**src/rtl/frame_dump_ctrl.sv**
```systemverilog
// Frame-dump sequencer: a debounced button press rasters the downsample buffer out to the UART.
// Optional macro FRAME_DUMP_HEADER_EN prepends a 4-byte header (A5, 5A, WIDTH, HEIGHT) to each dump.
module frame_dump_ctrl #(
    parameter int unsigned WIDTH         = 40,
    parameter int unsigned HEIGHT        = 30,
    parameter int unsigned X_BITS        = 6,
    parameter int unsigned Y_BITS        = 5,
    parameter int unsigned DEBOUNCE_BITS = 14,
    parameter int unsigned HOLDOFF_BITS  = 13
) (
    input  logic              clk12,
    input  logic              areset_n,
    input  logic              btn,
    output logic [X_BITS-1:0] read_x,
    output logic [Y_BITS-1:0] read_y,
    input  logic [7:0]        read_data,
    input  logic              uart_busy,
    output logic              uart_wr,
    output logic [7:0]        uart_dat,
    output logic              dump_active,
    output logic              frame_done
);

    localparam logic [1:0] ST_IDLE   = 2'd0;
    localparam logic [1:0] ST_FETCH  = 2'd1;
    localparam logic [1:0] ST_SEND   = 2'd2;
`ifdef FRAME_DUMP_HEADER_EN
    localparam logic [1:0] ST_HEADER = 2'd3;
`endif

    localparam logic [X_BITS-1:0]        X_LAST   = X_BITS'(WIDTH - 1);
    localparam logic [Y_BITS-1:0]        Y_LAST   = Y_BITS'(HEIGHT - 1);
    localparam logic [DEBOUNCE_BITS-1:0] DEB_MAX  = '1;
    localparam logic [HOLDOFF_BITS-1:0]  HOLD_MAX = '1;

    logic [1:0]               state_q, state_d;
    logic                     btn_meta_q, btn_meta_d;
    logic                     btn_s_q, btn_s_d;
    logic [DEBOUNCE_BITS-1:0] deb_cnt_q, deb_cnt_d;
    logic [HOLDOFF_BITS-1:0]  hold_cnt_q, hold_cnt_d;
    logic [X_BITS-1:0]        read_x_q, read_x_d;
    logic [Y_BITS-1:0]        read_y_q, read_y_d;
    logic                     uart_wr_q, uart_wr_d;
    logic [7:0]               uart_dat_q, uart_dat_d;
    logic                     dump_active_q, dump_active_d;
    logic                     frame_done_q, frame_done_d;
`ifdef FRAME_DUMP_HEADER_EN
    logic [1:0]               hdr_cnt_q, hdr_cnt_d;
    logic [7:0]               hdr_byte_c;
`endif

    logic trigger_c;
    logic gap_ok_c;

    assign trigger_c = (state_q == ST_IDLE) && btn_s_q && (deb_cnt_q == DEB_MAX);
    assign gap_ok_c  = (hold_cnt_q == HOLD_MAX) && !uart_busy && !uart_wr_q;

`ifdef FRAME_DUMP_HEADER_EN
    always_comb begin
        hdr_byte_c = 8'hA5;
        case (hdr_cnt_q)
            2'd0:    hdr_byte_c = 8'hA5;
            2'd1:    hdr_byte_c = 8'h5A;
            2'd2:    hdr_byte_c = 8'(WIDTH);
            default: hdr_byte_c = 8'(HEIGHT);
        endcase
    end
`endif

    // Next-state and output logic
    always_comb begin
        state_d       = state_q;
        read_x_d      = read_x_q;
        read_y_d      = read_y_q;
        uart_wr_d     = 1'b0;
        uart_dat_d    = uart_dat_q;
        dump_active_d = dump_active_q;
        frame_done_d  = 1'b0;
`ifdef FRAME_DUMP_HEADER_EN
        hdr_cnt_d     = hdr_cnt_q;
`endif
        btn_meta_d = btn;
        btn_s_d    = btn_meta_q;

        // Debounce measures release time; a press only counts after a long, clean release
        if (btn_s_q)
            deb_cnt_d = '0;
        else if (deb_cnt_q == DEB_MAX)
            deb_cnt_d = deb_cnt_q;
        else
            deb_cnt_d = deb_cnt_q + DEBOUNCE_BITS'(1);

        if (uart_busy || uart_wr_q)
            hold_cnt_d = '0;
        else if (hold_cnt_q == HOLD_MAX)
            hold_cnt_d = hold_cnt_q;
        else
            hold_cnt_d = hold_cnt_q + HOLDOFF_BITS'(1);

        case (state_q)
            ST_IDLE: begin
                if (trigger_c) begin
                    read_x_d      = '0;
                    read_y_d      = '0;
                    dump_active_d = 1'b1;
`ifdef FRAME_DUMP_HEADER_EN
                    hdr_cnt_d     = 2'd0;
                    state_d       = ST_HEADER;
`else
                    state_d       = ST_FETCH;
`endif
                end
            end
            ST_FETCH: state_d = ST_SEND;
            ST_SEND: begin
                if (gap_ok_c) begin
                    uart_dat_d = read_data;
                    uart_wr_d  = 1'b1;
                    state_d    = ST_FETCH;
                    if (read_x_q == X_LAST) begin
                        read_x_d = '0;
                        if (read_y_q == Y_LAST) begin
                            read_y_d      = '0;
                            frame_done_d  = 1'b1;
                            dump_active_d = 1'b0;
                            state_d       = ST_IDLE;
                        end else begin
                            read_y_d = read_y_q + Y_BITS'(1);
                        end
                    end else begin
                        read_x_d = read_x_q + X_BITS'(1);
                    end
                end
            end
`ifdef FRAME_DUMP_HEADER_EN
            ST_HEADER: begin
                if (gap_ok_c) begin
                    uart_dat_d = hdr_byte_c;
                    uart_wr_d  = 1'b1;
                    hdr_cnt_d  = hdr_cnt_q + 2'd1;
                    if (hdr_cnt_q == 2'd3)
                        state_d = ST_FETCH;
                end
            end
`endif
            default: state_d = ST_IDLE;
        endcase
    end

    always_ff @(posedge clk12 or negedge areset_n) begin
        if (!areset_n) begin
            state_q       <= ST_IDLE;
            btn_meta_q    <= 1'b0;
            btn_s_q       <= 1'b0;
            deb_cnt_q     <= '0;
            hold_cnt_q    <= '0;
            read_x_q      <= '0;
            read_y_q      <= '0;
            uart_wr_q     <= 1'b0;
            uart_dat_q    <= 8'h00;
            dump_active_q <= 1'b0;
            frame_done_q  <= 1'b0;
`ifdef FRAME_DUMP_HEADER_EN
            hdr_cnt_q     <= 2'd0;
`endif
        end else begin
            state_q       <= state_d;
            btn_meta_q    <= btn_meta_d;
            btn_s_q       <= btn_s_d;
            deb_cnt_q     <= deb_cnt_d;
            hold_cnt_q    <= hold_cnt_d;
            read_x_q      <= read_x_d;
            read_y_q      <= read_y_d;
            uart_wr_q     <= uart_wr_d;
            uart_dat_q    <= uart_dat_d;
            dump_active_q <= dump_active_d;
            frame_done_q  <= frame_done_d;
`ifdef FRAME_DUMP_HEADER_EN
            hdr_cnt_q     <= hdr_cnt_d;
`endif
        end
    end

    assign read_x      = read_x_q;
    assign read_y      = read_y_q;
    assign uart_wr     = uart_wr_q;
    assign uart_dat    = uart_dat_q;
    assign dump_active = dump_active_q;
    assign frame_done  = frame_done_q;

endmodule

```
**config.mk**
```make
export PLATFORM = sky130hd
export DESIGN_NAME = frame_dump_ctrl
export DESIGN_NICKNAME = d
export VERILOG_FILES = /design/src/rtl/frame_dump_ctrl.sv
export SDC_FILE = /design/constraint.sdc
export NUM_CORES = 1
export LEC_CHECK = 0
export BUFFER_PORTS_ARGS = -buffer_cell sky130_fd_sc_hd__buf_2
export CORE_ASPECT_RATIO = 0.8
export CORE_UTILIZATION = 50
export DETAILED_ROUTE_END_ITERATION = 10
export PLACE_DENSITY = 0.81
export REMOVE_ABC_BUFFERS = 1
export SYNTH_ARGS = -nofsm -noshare
export SYNTH_HDL_FRONTEND = slang
export SYNTH_SLANG_ARGS = --single-unit
```
**constraint.sdc**
```tcl
create_clock -name clk12 -period 2.6 [get_ports clk12]
set_clock_uncertainty 0.2 [all_clocks]
set_input_delay 0 -clock clk12 [delete_from_list [all_inputs] [get_ports clk12]]
set_output_delay 0 -clock clk12 [all_outputs]
set_load 0.01 [all_outputs]
```
==> flow_summary.json <==
{
  "outcome": "finished, final reports clean",
  "n_antenna_cell": 0,
  "die-area_um2": 5600,
  "drc": 0,
  "synth-main-ff-cell": "dfrtp_1",
  "vias_per_cell": 5.96,
  "numCtsBuffers": 5,
  "synth.area.mux_share": 0.0316,
  "cp.required_ns": 2.64,
  "power_density_nw_per_um2": 474,
  "worstPathMaxFanout": 5,
  "route.vias.total": 2306,
  "dpl.cell_count": 368,
  "finish.utilization": 0.620,
  "area_growth_pct": 18.5,
  "netlist_area_um2": 2650,
  "stdcell_area_um2": 3140,
  "r2r-end": "read_x[5]",
  "synth_edf_count": 0,
  "ctsRootBufferMaster": "clkbuf_8",
  "fin_crit_ns": 2.44,
  "clockBufferDepth": 2,
  "grt_pass1_vias": 2128,
  "synth.avg_cell_area_um2": 9.61,
  "gp_congestion": 0.859,
  "antenna_found_initial": 0,
  "dp_hpwl_um": 3870,
  "irDropWorstVdd_v": 0.000384,
  "die_h_um": 67.1,
  "dr.pass1.iters": 4,
  "whs_path_depth": 2,
  "setup_viol": 0,
  "drive_above_1_share": 0.175,
  "tns_ns": 0,
  "synth_compound_area_frac": 0.126,
  "path_clk_slew_ns": 0.09,
  "synth_fa_ha_area_frac": 0.0236,
  "grt.total_usage": 0.218,
  "worstRegToRegCells": 4,
  "r2r_start": "uart_wr",
  "hp-class": "primary input to register",
  "nFillCells": 414,
  "cts_tree": "done",
  "max_freq_mhz": 410,
  "rsz0062_at_grt": "no",
  "cts_sinks": 53,
  "ys_ff_latch": 53,
  "synth_top_family_by_area": "simple AND/OR/NAND/NOR gates",
  "grt_max_degree": 54,
  "wl_per_cell_um": 14.8,
  "synth_cells": 276,
  "layoutNonFillerInstCount": 387,
  "endpoint_kind": "register",
  "worstMarginPinSlew_ns": 0.692,
  "portBuffers": 33,
  "netlist.area_leader.share": 0.500,
  "critical_path_arrival_ns": 2.48,
  "yosys.area.top_type": "dfrtp_1",
  "cap_violations": 0,
  "grt_pass1_wl_um": 9710,
  "finalCritPeriodShare": 0.939,
  "start_kind": "register",
  "core-area_um2": 5060,
  "synth-xor-area-share": 0.0165,
  "min-delay-start": "btn",
  "synth_seq_area_share": 0.500,
  "synth_cell_types": 45,
  "relSlewSlack": 0.533,
  "synth-async-reset-ratio": 1.00,
  "slowest_delay_ns": 0.56,
  "cp_cell_sequence": "or4b_4 -> or4_4 -> or4_1 -> a21oi_1",
  "hold_violations": 0,
  "synth-simple-area-share": 0.269,
  "crit_type": "register to register",
  "hold_ws_ns": 0.130,
  "post_cts_buffers": 0,
  "worstHoldEndpoint": "btn_meta_q",
  "synth_top_cells_by_area": "dfrtp_1 (50%), nand2_1 (4.5%), nand4_1 (3.3%)",
  "dr.first_iter.drc_count": 174,
  "h-tree-depth": 2,
  "place_area_um2": 2910,
  "routed_wl_um": 5730,
  "start_util": 0.523,
  "power.leakage_nw": 1.44,
  "clock_latency_ns": 0.31,
  "nets": 341,
  "fp-row-count": 23,
  "die_w_um": 83.4,
  "crit_path_top_delay_cell": "or4b_4",
  "ioPinCount": 34,
  "ant_nets": 0,
  "r2r_setup_slack_ns": 0.16,
  "yosys_warnings": 0,
  "drv_slew": 0,
  "overflow": 0
}
where the power goes:
part	switching, mW	internal (mW)	total, mW
logic	0.0369	0.0289	0.0658
registers	0.0103	0.832	0.843
clock network	0.265	0.314	0.579
registers in the layout, summed over array words and instances, names as in the netlist:
signal,cells
btn_meta_q,1
btn_s_q,1
deb_cnt_q,14
dump_active,1
frame_done,1
hold_cnt_q,13
read_x,6
read_y,5
state_q,2
uart_dat,8
uart_wr,1
per-layer routing:
layer	track usage	wire length [um]	vias up
met1	0.286	2750	1109
met4	0.0678	55	0
met5	0	0	-
met3	0.0477	251	6
li1	-	-	1127
met2	0.369	2680	64
cells by family (layout without fill, tap and decap cells):
kind of cell             after synthesis  after routing
AO/OA/AOI/OAI                         52             52
XOR/XNOR                               5              5
adder cells (fa/ha/maj)                5              5
buffers and inverters                 22             71
flip-flops                            53             53
multiplexers                           8              8
AND/OR/NAND/NOR                      131            131
layout by cell type, fill, tap and decap left out, types with 2 or more instances in the layout:
master / instances
nor4_2: 2
xor2_1: 2
a211oi_1: 4
o211ai_1: 2
and4_1: 8
and2_1: 3
nor3_1: 10
nor4_1: 3
mux2_2: 3
mux2i_1: 5
buf_2: 33
clkbuf_8: 6
or3_1: 5
or4_1: 6
o21ai_0: 10
ha_1: 5
nand2_1: 32
dfrtp_1: 53
nor2b_1: 2
nor4bb_1: 2
inv_1: 12
a31oi_1: 9
nor2_1: 19
xnor2_1: 3
buf_4: 7
a31o_2: 2
a21oi_1: 15
dlygate4sd3_1: 11
nand4_1: 14
and3_1: 2
nand3_1: 16
critical path: cells and delay by family (launching register included):
family           cells  cell delay [ns]
AO/OA/AOI/OAI        1             0.15
flip-flops           1             0.43
AND/OR/NAND/NOR      3             1.60
cell usage after synthesis, drive strengths merged (3+ instances only):
| cell | count |
|---|---|
| or3 | 5 |
| clkbuf | 9 |
| dfrtp | 53 |
| xnor2 | 3 |
| ha | 5 |
| or4 | 7 |
| a211oi | 4 |
| mux2i | 5 |
| nand3 | 16 |
| a21oi | 15 |
| nor3 | 10 |
| inv | 12 |
| mux2 | 3 |
| nor4 | 5 |
| nand2 | 32 |
| nor2 | 19 |
| and2 | 3 |
| a31oi | 9 |
| o21ai | 10 |
| and4 | 8 |
| nand4 | 14 |
worst max path at each step:
stage | slack, ns | start | depth (start not counted) | end
CTS | 0.17 | uart_wr | 4 | read_x[5]
global route | 0.10 | uart_wr | 4 | read_y[4]
global placement | 0.20 | uart_wr | 4 | read_x[5]
floorplan | -0.37 | uart_wr | 4 | read_y[1]
detailed placement | 0.18 | uart_wr | 4 | read_x[5]
finish | 0.16 | uart_wr | 4 | read_x[5]
stage by stage:
step | power, mW | setup WS, ns
floorplan | 0.878 | -0.367
global placement | 0.912 | 0.198
detailed placement | 0.913 | 0.183
CTS | 1.50 | 0.170
global route | 1.55 | 0.100
finish | 1.49 | 0.158
timing repair:
action	CTS	global route
gates resized for setup	0	0
endpoints found under the setup margin	0	0
hold buffers	11	0
endpoints found under the hold margin	72	0
layout make-up:
type | instances | area [um2] | area share
well taps | 62 | 77.6 | 0.0247
multi-input cells | 201 | 1250 | 0.397
flip-flops and latches | 53 | 1330 | 0.422
inverters | 12 | 45.0 | 0.0143
clock buffers | 7 | 86.3 | 0.0275
clock inverters | 1 | 30.0 | 0.00956
repair buffers | 51 | 328 | 0.104
Power figures use the tool's default switching activity.
